## config.mk

```make
export PLATFORM = sky130hd
export DESIGN_NAME = fft_in_loader
export DESIGN_NICKNAME = d
export VERILOG_FILES = /design/src/rtl/fft_pkg.sv /design/src/rtl/fft_in_loader.sv
export SDC_FILE = /design/constraint.sdc
export NUM_CORES = 1
export LEC_CHECK = 0
export ABC_AREA = 1
export CORE_UTILIZATION = 46
export CTS_CLUSTER_DIAMETER = 80
export DETAILED_ROUTE_END_ITERATION = 7
export GPL_TIMING_DRIVEN = 0
export PLACE_DENSITY = 0.89
export SLEW_MARGIN = 15
export SYNTH_ARGS = -nofsm -noshare
export SYNTH_HDL_FRONTEND = slang
export SYNTH_SLANG_ARGS = --single-unit
```

## constraint.sdc

```tcl
create_clock -name clk -period 3.7 [get_ports clk]
set_clock_uncertainty 0.05 [all_clocks]
set_input_delay 0.74 -clock clk [delete_from_list [all_inputs] [get_ports clk]]
set_output_delay 0.74 -clock clk [all_outputs]
set_load 0.02 [all_outputs]
```

## src/rtl/fft_pkg.sv

```systemverilog
// Shared types and helpers for the 8-point floating-point FFT.
// Used by the input loader and the butterfly controller.
package fft_pkg;

    localparam int FFT_N     = 8;
    localparam int FFT_LOG2N = 3;

    typedef struct packed {
        logic [31:0] re;
        logic [31:0] im;
    } cplx_t;

    typedef enum logic [1:0] {
        FILL  = 2'd0,
        START = 2'd1,
        WAIT  = 2'd2
    } loader_state_t;

    function automatic logic [FFT_LOG2N-1:0] bitrev3(
        input logic [FFT_LOG2N-1:0] k
    );
        return {k[0], k[1], k[2]};
    endfunction

endpackage

```

## src/rtl/fft_in_loader.sv

```systemverilog
// FFT input stage: streams 8 complex samples into the register bank
// in bit-reversed order, then hands the frame to the core.
module fft_in_loader
    import fft_pkg::*;
#(
    parameter int BITREV      = 1,
    parameter int FRAME_CNT_W = 16
) (
    input  logic                   clk,
    input  logic                   rst_n,
    input  logic                   s_valid,
    output logic                   s_ready,
    input  logic [31:0]            s_re,
    input  logic [31:0]            s_im,
    input  logic                   s_last,
    output logic                   load_en,
    output logic [2:0]             load_addr,
    output logic [31:0]            load_re,
    output logic [31:0]            load_im,
    output logic                   core_start,
    input  logic                   core_done,
    input  logic                   clr_err,
    output logic                   err_frame,
    output logic                   busy,
    output logic [FRAME_CNT_W-1:0] frame_cnt
);

    loader_state_t          state;
    logic [FFT_LOG2N-1:0]   cnt;
    logic                   accept;
    logic                   last_beat;
    logic                   frame_err;
    logic [FFT_LOG2N-1:0]   wr_addr;
    cplx_t                  smp;

    assign s_ready   = (state == FILL);
    assign accept    = s_valid && s_ready;
    assign last_beat = (cnt == FFT_LOG2N'(FFT_N - 1));
    // s_last only flags misframing; the 8-count alone closes a frame
    assign frame_err = (s_last != last_beat);
    assign wr_addr   = (BITREV != 0) ? bitrev3(cnt) : cnt;
    assign smp       = '{re: s_re, im: s_im};

    always_ff @(posedge clk or negedge rst_n) begin
        if (!rst_n) begin
            state      <= FILL;
            cnt        <= '0;
            load_en    <= 1'b0;
            load_addr  <= '0;
            load_re    <= '0;
            load_im    <= '0;
            core_start <= 1'b0;
            err_frame  <= 1'b0;
            busy       <= 1'b0;
            frame_cnt  <= '0;
        end else begin
            load_en    <= accept;
            core_start <= 1'b0;

            if (accept) begin
                load_addr <= wr_addr;
                load_re   <= smp.re;
                load_im   <= smp.im;
                cnt       <= cnt + 1'b1;
                if (cnt == '0)
                    busy <= 1'b1;
            end

            // a fresh error beats a simultaneous clear
            if (accept && frame_err)
                err_frame <= 1'b1;
            else if (clr_err)
                err_frame <= 1'b0;

            unique case (state)
                FILL: begin
                    if (accept && last_beat)
                        state <= START;
                end
                START: begin
                    state      <= WAIT;
                    core_start <= 1'b1;
                    frame_cnt  <= frame_cnt + 1'b1;
                end
                WAIT: begin
                    if (core_done) begin
                        state <= FILL;
                        busy  <= 1'b0;
                    end
                end
                default: state <= FILL;
            endcase
        end
    end

endmodule
```

==> summary.txt, run 1 <==
Outcome
  • Status: finished, final reports clean

Drt
  • Routed Antenna Nets: 0
  • Drt via density: 4.78
  • DR WL/cell: 13.4 um
  • DRC Markers: 0
  • Post-Route WL: 9350 um
  • Via count: 3326
  • Pre-Repair DR Iteration Count: 4
  • Initial DRC count: 157

Clock network
  • Max H-tree Level: 3
  • Clock Tree Root: clkbuf_8
  • Clk buf depth: 2
  • Reg clk slew, reported paths: 0.09 ns
  • Post-CTS sizing: 0
  • Buffer count from post-CTS setup fixing: 0
  • CTS Hold Bufs: 0
  • Clk sink count: 92
  • CTS tree: yes
  • Clk_lat worst skew: 0.35 ns
  • CTS buffer count: 9

Yosys
  • Syn Inst Count: 420
  • Leading area contributor after synthesis: dfrtp_1
  • Register area share after synthesis: 0.621
  • Synth warnings: 0
  • Top-area cell type share of the netlist area: 0.621
  • Synth Register Bits: 92
  • Synth Net Count: 494
  • Synthesized cell area: 3710 sq um
  • Synth area leaders: dfrtp_1 (62%), nand2_1 (24%), inv_1 (2.0%)
  • Mapped Avg Cell Area: 8.83 sq um
  • Unique masters post-synth: 20

Setup path
  • CP max FO: 2
  • Reg2Reg Setup Slack: 2.13 ns
  • CP required: 2.91 ns
  • Worst EP arrival: 1.59 ns
  • CP Launch Type: register
  • Critical R2R Launch: frame_cnt[1]
  • Worst Setup End Kind: output port
  • Terminus of the critical flop-to-flop path: frame_cnt[12]
  • Critical path class: reg2out
  • R2R depth: 8

Global route
  • First-pass GRT wire length: 15800 um
  • Vias in the first global route: 3468
  • Residual overflow from global routing: 0
  • Tot GR Track Use: 0.238
  • Initial antenna violation count: 0
  • Largest net degree at the start of global routing: 58

Floorplanning
  • Die height: 91.8 um
  • Core Footprint: 7770 sq um
  • Initial core utilization: 0.477
  • Io pins: 158
  • Die area: 8420 sq um
  • Rows: 32
  • Die width: 91.8 um

Place
  • GP Congestion: 0.815
  • IO buf count: 157
  • Post-Place Worst Slack: 1.63 ns
  • Final HPWL DP: 6980 um

Power and ir drop
  • PwrDens: 616 nW/um^2
  • LEAKAGE: 2.78 nW
  • Final Power: 3.44 mW
  • VDD IR-drop max: 0.000313 V

STA
  • Worst rel slew slack: 0.511
  • Max-slew violation count: 0
  • Final Hold Viols: 0
  • Tightest Pin Transition: 0.733 ns
  • RSZ-0062 raised after global routing: false
  • Min Tclk post-route: 2.38 ns
  • Post-route setup TNS: 0 ns
  • Final Setup Violations: 0
  • Final period util: 0.642
  • Setup ws final: 1.32 ns
  • Max Clk Rate: 421 MHz

Finish
  • Layout filler cell count: 594
  • Antenna diode count: 0
  • Area Overhead vs Synth: 50.9%
  • Nets: 663
  • Layout cell share with drive strength beyond 1: 0.0673

Run
  • MaxCap Viol Count: 0

Worst hold path
  • HP Class: in2async
-- cells by family (layout without fill, tap and decap cells) --
group	Yosys count	in the layout	share of synthesized area
xor+xnor	12	12	0.0283
fa+ha+maj	4	4	0.0135
simple gates	267	267	0.281
buf+inv	39	213	0.0476
flops	92	92	0.621
compound gates	6	6	0.00844
-- worst max-delay path: stages (launching register included) --
cell and delay, ns:
dfrtp_1 0.40, inv_2 0.07, nand2_1 0.07, inv_2 0.08, clkdlybuf4s50_1 0.62
-- worst max path at each step --
stage / from / to / slack, ns / cells past startpoint
floorplan: frame_cnt[1] / frame_cnt[12] / 2.24 / 8
global placement: rst_n / load_re[27] / -1.36 / 1
detailed placement: s_valid / load_im[17] / 1.63 / 7
CTS: state[1] / s_ready / 1.30 / 4
global route: state[1] / s_ready / 1.24 / 4
finish: state[1] / s_ready / 1.32 / 4
-- sequential cells by signal, summed over array words and instances, names as in the netlist --
register    flops
busy            1
load_en         1
state           2
cnt             3
load_im        32
core_start      1
frame_cnt      16
load_addr       3
load_re        32
err_frame       1
-- area by class of cell --
cell class                 instances  area, sq um  share of cell area
buffer                            14         82.6              0.0148
clock buffer                      11          131              0.0235
clock inverter                     5         37.5             0.00671
inverter                          25         93.8              0.0168
multi-input combinational        289         1230               0.220
sequential                        92         2300               0.412
tap                              102          128              0.0228
timing repair buffer             158         1590               0.284
-- layer usage --
layer | GRT usage | part of all wire | vias to the layer above
met5 | 0 | 0 | -
met4 | 0.0729 | 0.017 | 0
met3 | 0.0663 | 0.056 | 18
met2 | 0.414 | 0.52 | 114
met1 | 0.288 | 0.40 | 1593
li1 | - | - | 1601
-- cell usage in the layout, fill, tap and decap left out --
cell type / synthesis / final
dfrtp_1: 92 / 92
nand4_1: 2 / 2
buf_12: 0 / 1
clkinvlp_4: 0 / 2
nand3b_1: 2 / 2
clkdlybuf4s50_1: 0 / 156
a21oi_1: 1 / 1
nand2_2: 1 / 1
clkbuf_8: 0 / 9
buf_2: 12 / 12
nor2_2: 3 / 3
ha_1: 4 / 4
clkinv_4: 0 / 1
nand3_1: 6 / 6
nand2_1: 233 / 233
xnor2_1: 4 / 4
clkbuf_1: 0 / 2
nand2_4: 1 / 1
clkinv_2: 0 / 1
nor2_1: 17 / 17
nor3_1: 2 / 2
buf_6: 2 / 2
inv_6: 0 / 1
inv_1: 20 / 20
o22ai_1: 1 / 1
inv_2: 5 / 5
o21ai_0: 4 / 4
buf_4: 0 / 1
xor2_1: 8 / 8
-- stage by stage --
step	hold WS [ns]	std cells	util	instance area, sq um
floorplan	0.394	420	-	3710
global placement	0.412	679	0.696	5410
detailed placement	0.414	680	0.698	5420
CTS	0.411	696	0.720	5590
global route	0.444	696	0.720	5590
finish	0.390	696	0.720	5590
-- report_power, final --
group          switching, mW  internal, mW
Combinational          0.755         0.647
Sequential             0.167          1.27
Clock                  0.358         0.248
Total                   1.28          2.16
-- synth_stat cells --
cell / n
a21oi_1: 1
buf_2: 12
buf_6: 2
dfrtp_1: 92
ha_1: 4
inv_1: 20
inv_2: 5
nand2_1: 233
nand2_2: 1
nand2_4: 1
nand3_1: 6
nand3b_1: 2
nand4_1: 2
nor2_1: 17
nor2_2: 3
nor3_1: 2
o21ai_0: 4
o22ai_1: 1
xnor2_1: 4
xor2_1: 8
Power figures use the tool's default switching activity.
==> inputs of run 2 (changes only) <==
- CORE_UTILIZATION: 46 -> 42
- PLACE_DENSITY: 0.89 -> 0.82
- clock period: 3.7 -> 2.4 ns (I/O delays scaled with it)
==> summary.txt, run 2 (same netlist as run 1, synthesis figures left out) <==
Setup path
  • Crit path cell chain: inv_2, nand2_1, inv_2, clkdlybuf4s50_1 (unchanged)
  • Crit path from: state[1] (unchanged)
  • Terminus of the critical flop-to-flop path: frame_cnt[14] (was frame_cnt[12])
  • Critical path class: reg2out (unchanged)
  • CP Launch Type: register (unchanged)
  • Critical R2R Launch: frame_cnt[0] (was frame_cnt[1])
  • Largest stage delay, worst path: 0.62 ns (about the same)
  • Critical-path top delay cell: clkdlybuf4s50_1 (unchanged)
  • Reg2Reg Setup Slack: 0.89 ns (was 2.13 ns)
  • CP max FO: 2 (unchanged)
  • CP required: 1.87 ns (was 2.91 ns)
  • Worst EP arrival: 1.58 ns (was 1.59 ns)
  • CP endpoint: s_ready (unchanged)
  • Crit-path most repeated cell: inv_2 (unchanged)
  • Worst Setup End Kind: output port (unchanged)
  • R2R depth: 8 (unchanged)

STA
  • Max Clk Rate: 474 MHz
  • Hold Slack: 0.0906 ns (was 0.390 ns)
  • Final Setup Violations: 0 (unchanged)
  • Final Hold Viols: 0 (unchanged)
  • Final period util: 0.879
  • Max-slew violation count: 0 (unchanged)
  • Min Tclk post-route: 2.11 ns
  • Worst rel slew slack: 0.574 (was 0.511)
  • Tightest Pin Transition: 0.639 ns (was 0.733 ns)
  • RSZ-0062 raised after global routing: false (unchanged)

Floorplanning
  • Die area: 9210 sq um (was 8420 sq um)
  • Rows: 33 (was 32)
  • Die height: 96.0 um (was 91.8 um)
  • Initial core utilization: 0.442 (was 0.477)
  • Core Footprint: 8380 sq um (was 7770 sq um)
  • Io pins: 158 (unchanged)
  • Die width: 96.0 um (was 91.8 um)

Global route
  • Vias in the first global route: 3237 (was 3468)
  • Residual overflow from global routing: 0 (unchanged)
  • First-pass GRT wire length: 14500 um (was 15800 um)
  • Largest net degree at the start of global routing: 50 (was 58)
  • Tot GR Track Use: 0.204 (was 0.238)
  • Initial antenna violation count: 0 (unchanged)

Clock network
  • Clk_lat worst skew: 0.34 ns (was 0.35 ns)
  • Clk buf depth: 2 (unchanged)
  • Buffer count from post-CTS setup fixing: 0 (unchanged)
  • Clk sink count: 92 (unchanged)
  • CTS buffer count: 9 (unchanged)
  • CTS tree: yes (unchanged)
  • Max H-tree Level: 3 (unchanged)
  • Post-CTS sizing: 0 (unchanged)
  • Reg clk slew, reported paths: 0.09 ns (about the same)
  • CTS Hold Bufs: 0 (unchanged)
  • Clock Tree Root: clkbuf_8 (unchanged)

Outcome
  • Status: finished, final reports clean (unchanged)

Place
  • # placed instances: 683 (was 680)
  • IO buf count: 157 (unchanged)
  • GP Congestion: 0.833 (was 0.815)
  • Final HPWL DP: 6820 um (was 6980 um)

Finish
  • Area Overhead vs Synth: 52.1% (was 50.9%)
  • Most frequent cells in the layout: nand2_1 (233), clkdlybuf4s50_1 (156), dfrtp_1 (92) (unchanged)
  • Layout cell share with drive strength beyond 1: 0.0707 (was 0.0673)
  • Layout Utilization: 0.673 (was 0.720)
  • Commonest non-fill, non-tap cell in the layout: nand2_1 (unchanged)
  • Largest regs: load_im (32), load_re (32), frame_cnt (16) (unchanged)
  • Antenna diode count: 0 (unchanged)
  • Nets: 663 (unchanged)
  • Fin cells: 699 (was 696)

Drt
  • DR WL/cell: 12.8 um (was 13.4 um)
  • Drt via density: 4.70 (was 4.78)
  • Initial DRC count: 72 (was 157)
  • Post-Route WL: 8960 um (was 9350 um)
  • Routed Antenna Nets: 0 (unchanged)
  • DRC Markers: 0 (unchanged)
  • Pre-Repair DR Iteration Count: 4 (unchanged)
  • Via count: 3283 (was 3326)

Power and ir drop
  • PwrDens: 964 nW/um^2 (was 616 nW/um^2)
  • VDD IR-drop max: 0.000591 V (was 0.000313 V)
  • Final Power: 5.43 mW (was 3.44 mW)
  • LEAKAGE: 2.81 nW (was 2.78 nW)

Worst hold path
  • HP Class: in2async (unchanged)

Run
  • MaxCap Viol Count: 0 (unchanged)
## run 2: cell types whose count changed in the layout (fill, tap and decap cells not counted), sizes merged
cell	before	now
bufinv	0	1
clkinv	2	3
clkinvlp	2	1
inv	26	25
## run 2: layout make-up
class,count,area (sq um)
fill,703,2740
sequential,92,2300
timing repair buffer,158,1590
multi-input combinational,289,1230
clock buffer,11,151
tap,105,131
inverter,25,93.8
buffer,14,82.6
clock inverter,5,60.1
## run 2: worst max-delay path: cells and delay by family, from the launching register on
family        cells  cell delay (ns)
simple gates      1             0.08
flops             1             0.40
buf+inv           3             0.77
## run 2: how the worst min path moves through the flow
stage | startpoint | endpoint | slack [ns] | depth (start not counted)
6_report | rst_n | core_start | 0.09 | 1
5_1_grt | rst_n | frame_cnt[3] | 0.14 | 1
4_1_cts | rst_n | core_start | 0.11 | 1
3_5_place_dp | load_im[19] | load_im[19] | 0.41 | 2
3_3_place_gp | load_re[22] | load_re[22] | 0.41 | 2
2_1_floorplan | rst_n | busy | 0.13 | 0
## run 2: per-stage QoR
step           cell area (sq um)  setup TNS, ns  setup WS, ns
6_report                    5640              0         0.290
5_1_grt                     5640              0         0.223
3_3_place_gp                5410        -226.46         -2.47
3_5_place_dp                5430              0         0.558
4_1_cts                     5640              0         0.269
2_1_floorplan               3710              0         0.939
## run 2: report_power, final
part | internal (mW) | switching [mW]
clock network | 0.541 | 0.535
registers | 1.96 | 0.254
logic | 0.996 | 1.15
total | 3.49 | 1.94
## run 2: layer usage
metal	global-route usage	wire, um	vias to the layer above
met3	0.0608	618	9
met1	0.237	3570	1565
met5	0	0	-
met4	0.0609	68	0
met2	0.364	4710	111
li1	-	-	1598
==> inputs of run 3 (changes only) <==
- CELL_PAD_IN_SITES_DETAIL_PLACEMENT: not set -> 1
- CELL_PAD_IN_SITES_GLOBAL_PLACEMENT: not set -> 2
- CORE_UTILIZATION: 42 -> 24
- CTS_BUF_LIST: not set -> sky130_fd_sc_hd__clkbuf_8 sky130_fd_sc_hd__clkbuf_16
- PLACE_DENSITY: 0.82 -> 0.84
==> summary.txt, run 3 (same netlist as run 1, synthesis figures left out) <==
Setup path
  • CP required: 1.87 ns (about the same)
  • Crit-path most repeated cell: inv_2 (unchanged)
  • Critical path class: reg2out (unchanged)
  • Worst EP arrival: 1.57 ns (was 1.58 ns)
  • Buf+Inv Stages, Crit Path: 3 (unchanged)
  • Critical-path top delay cell: clkdlybuf4s50_1 (unchanged)
  • Delay-heaviest family, CP: buffers and inverters (unchanged)
  • Terminus of the critical flop-to-flop path: frame_cnt[14] (unchanged)
  • CP max FO: 2 (unchanged)
  • Crit path cell chain: inv_2, nand2_1, inv_2, clkdlybuf4s50_1 (unchanged)
  • CP Launch Type: register (unchanged)
  • Reg2Reg Setup Slack: 0.93 ns (was 0.89 ns)
  • Largest stage delay, worst path: 0.62 ns (about the same)
  • Critical R2R Launch: frame_cnt[1] (was frame_cnt[0])
  • Worst Setup End Kind: output port (unchanged)
  • R2R depth: 8 (unchanged)

STA
  • Max-slew violation count: 0 (unchanged)
  • Worst rel slew slack: 0.726 (was 0.574)
  • Min Tclk post-route: 2.10 ns (was 2.11 ns)
  • Final period util: 0.873 (was 0.879)
  • Final Setup Violations: 0 (unchanged)
  • Final Hold Viols: 4 (was 0)
  • Hold Slack: -0.00464 ns (was 0.0906 ns)
  • Tightest Pin Transition: 0.411 ns (was 0.639 ns)
  • Setup ws final: 0.304 ns (was 0.290 ns)
  • Max Clk Rate: 477 MHz (was 474 MHz)
  • RSZ-0062 raised after global routing: false (unchanged)

Drt
  • Via count: 3307 (was 3283)
  • DR WL/cell: 13.8 um (was 12.8 um)
  • Routed Antenna Nets: 0 (unchanged)
  • DRC Markers: 0 (unchanged)
  • Initial DRC count: 86 (was 72)
  • Post-Route WL: 10800 um (was 8960 um)
  • Pre-Repair DR Iteration Count: 4 (unchanged)
  • Drt via density: 4.23 (was 4.70)

Finish
  • Layout cell share with drive strength beyond 1: 0.0707 (unchanged)
  • Most frequent cells in the layout: nand2_1 (233), clkdlybuf4s50_1 (156), dfrtp_1 (92) (unchanged)
  • Layout filler cell count: 1769 (was 703)
  • Antenna diode count: 0 (unchanged)
  • Area Overhead vs Synth: 58.0% (was 52.1%)
  • Nets: 663 (unchanged)
  • Largest regs: load_im (32), load_re (32), frame_cnt (16) (unchanged)
  • Commonest non-fill, non-tap cell in the layout: nand2_1 (unchanged)

Clock network
  • Clk_lat worst skew: 0.34 ns (about the same)
  • Clk buf depth: 2 (unchanged)
  • Clock Tree Root: clkbuf_16 (was clkbuf_8)
  • CTS Hold Bufs: 0 (unchanged)
  • Post-CTS sizing: 0 (unchanged)
  • Buffer count from post-CTS setup fixing: 0 (unchanged)
  • Clk sink count: 92 (unchanged)
  • Max H-tree Level: 3 (unchanged)
  • CTS tree: yes (unchanged)
  • CTS buffer count: 9 (unchanged)
  • Reg clk slew, reported paths: 0.07 ns (was 0.09 ns)

Power and ir drop
  • Switch Pwr: 2.06 mW (was 1.94 mW)
  • VDD IR-drop max: 0.000348 V (was 0.000591 V)
  • PwrDens: 1010 nW/um^2 (was 964 nW/um^2)
  • Register share of total power: 0.374 (was 0.407)
  • Final Power: 5.93 mW (was 5.43 mW)
  • Clock share of power: 0.259 (was 0.198)
  • Internal power: 3.87 mW (was 3.49 mW)
  • Comb power frac: 0.368 (was 0.395)
  • Net switching share of the total power: 0.348 (was 0.357)
  • LEAKAGE: 2.86 nW (was 2.81 nW)

Global route
  • Residual overflow from global routing: 0 (unchanged)
  • Largest net degree at the start of global routing: 54 (was 50)
  • First-pass GRT wire length: 18600 um (was 14500 um)
  • Initial antenna violation count: 0 (unchanged)
  • Tot GR Track Use: 0.149 (was 0.204)
  • Vias in the first global route: 3741 (was 3237)

Outcome
  • Violated checks: negative hold slack
  • Status: finished, violations left (was finished, final reports clean)

Floorplanning
  • Rows: 45 (was 33)
  • Die height: 126 um (was 96.0 um)
  • Initial core utilization: 0.245 (was 0.442)
  • Die width: 126 um (was 96.0 um)
  • Core Footprint: 15100 sq um (was 8380 sq um)
  • Io pins: 158 (unchanged)
  • Die area: 15900 sq um (was 9210 sq um)

Worst hold path
  • HP Class: in2async (unchanged)

Place
  • Final HPWL DP: 8090 um (was 6820 um)
  • GP Congestion: 0.756 (was 0.833)
  • Post-Place Worst Slack: 0.518 ns (was 0.558 ns)
  • IO buf count: 157 (unchanged)

Run
  • MaxCap Viol Count: 0 (unchanged)
run 3: worst register-to-register path, cell delays in order (launching register included):
cell     delay [ns]
dfrtp_1        0.41
ha_1           0.22
nand2_1        0.06
nor2_1         0.10
nand2_1        0.06
nor2_1         0.24
nand3_1        0.11
nand2_1        0.08
inv_1          0.03
run 3: stage by stage:
stage                     area (sq um)  instances   util  TNS, ns
after floorplan                   3710        420      -        0
after global placement            5510        765  0.364  -257.07
after detailed placement          5540        766  0.366        0
after CTS                         5860        782  0.387        0
after global routing              5860        782  0.387        0
final                             5860        782  0.387        0
run 3: worst max-delay path by stage:
stage | end | depth (start not counted) | from | slack [ns]
3_5_place_dp | load_im[10] | 7 | s_valid | 0.52
5_1_grt | s_ready | 4 | state[1] | 0.23
4_1_cts | s_ready | 4 | state[1] | 0.28
6_report | s_ready | 4 | state[0] | 0.30
3_3_place_gp | load_re[21] | 1 | rst_n | -2.80
2_1_floorplan | frame_cnt[12] | 8 | frame_cnt[1] | 0.94
run 3: power by group through the flow:
stage | combinational, mW | sequential (mW) | clock (mW)
3_3_place_gp | 2.16 | 2.23 | 0
3_5_place_dp | 2.22 | 2.25 | 0
5_1_grt | 2.40 | 2.29 | 1.65
2_1_floorplan | 0.586 | 2.68 | 0
4_1_cts | 2.23 | 2.23 | 1.59
6_report | 2.18 | 2.22 | 1.53
run 3: layout make-up:
cell class                 instances  area (sq um)  area share
multi-input combinational        289          1230       0.210
tap                              188           235      0.0401
buffer                            14          82.6      0.0141
sequential                        92          2300       0.393
inverter                          25          93.8      0.0160
clock buffer                       9           225      0.0384
clock inverter                     7          91.3      0.0156
timing repair buffer             158          1600       0.273
run 3: routing by layer:
layer	vias up	global-route usage	routed length (um)
li1	1601	-	-
met1	1604	0.175	4620
met2	90	0.256	5360
met3	12	0.0399	616
met4	0	0.0595	176
met5	-	0	0
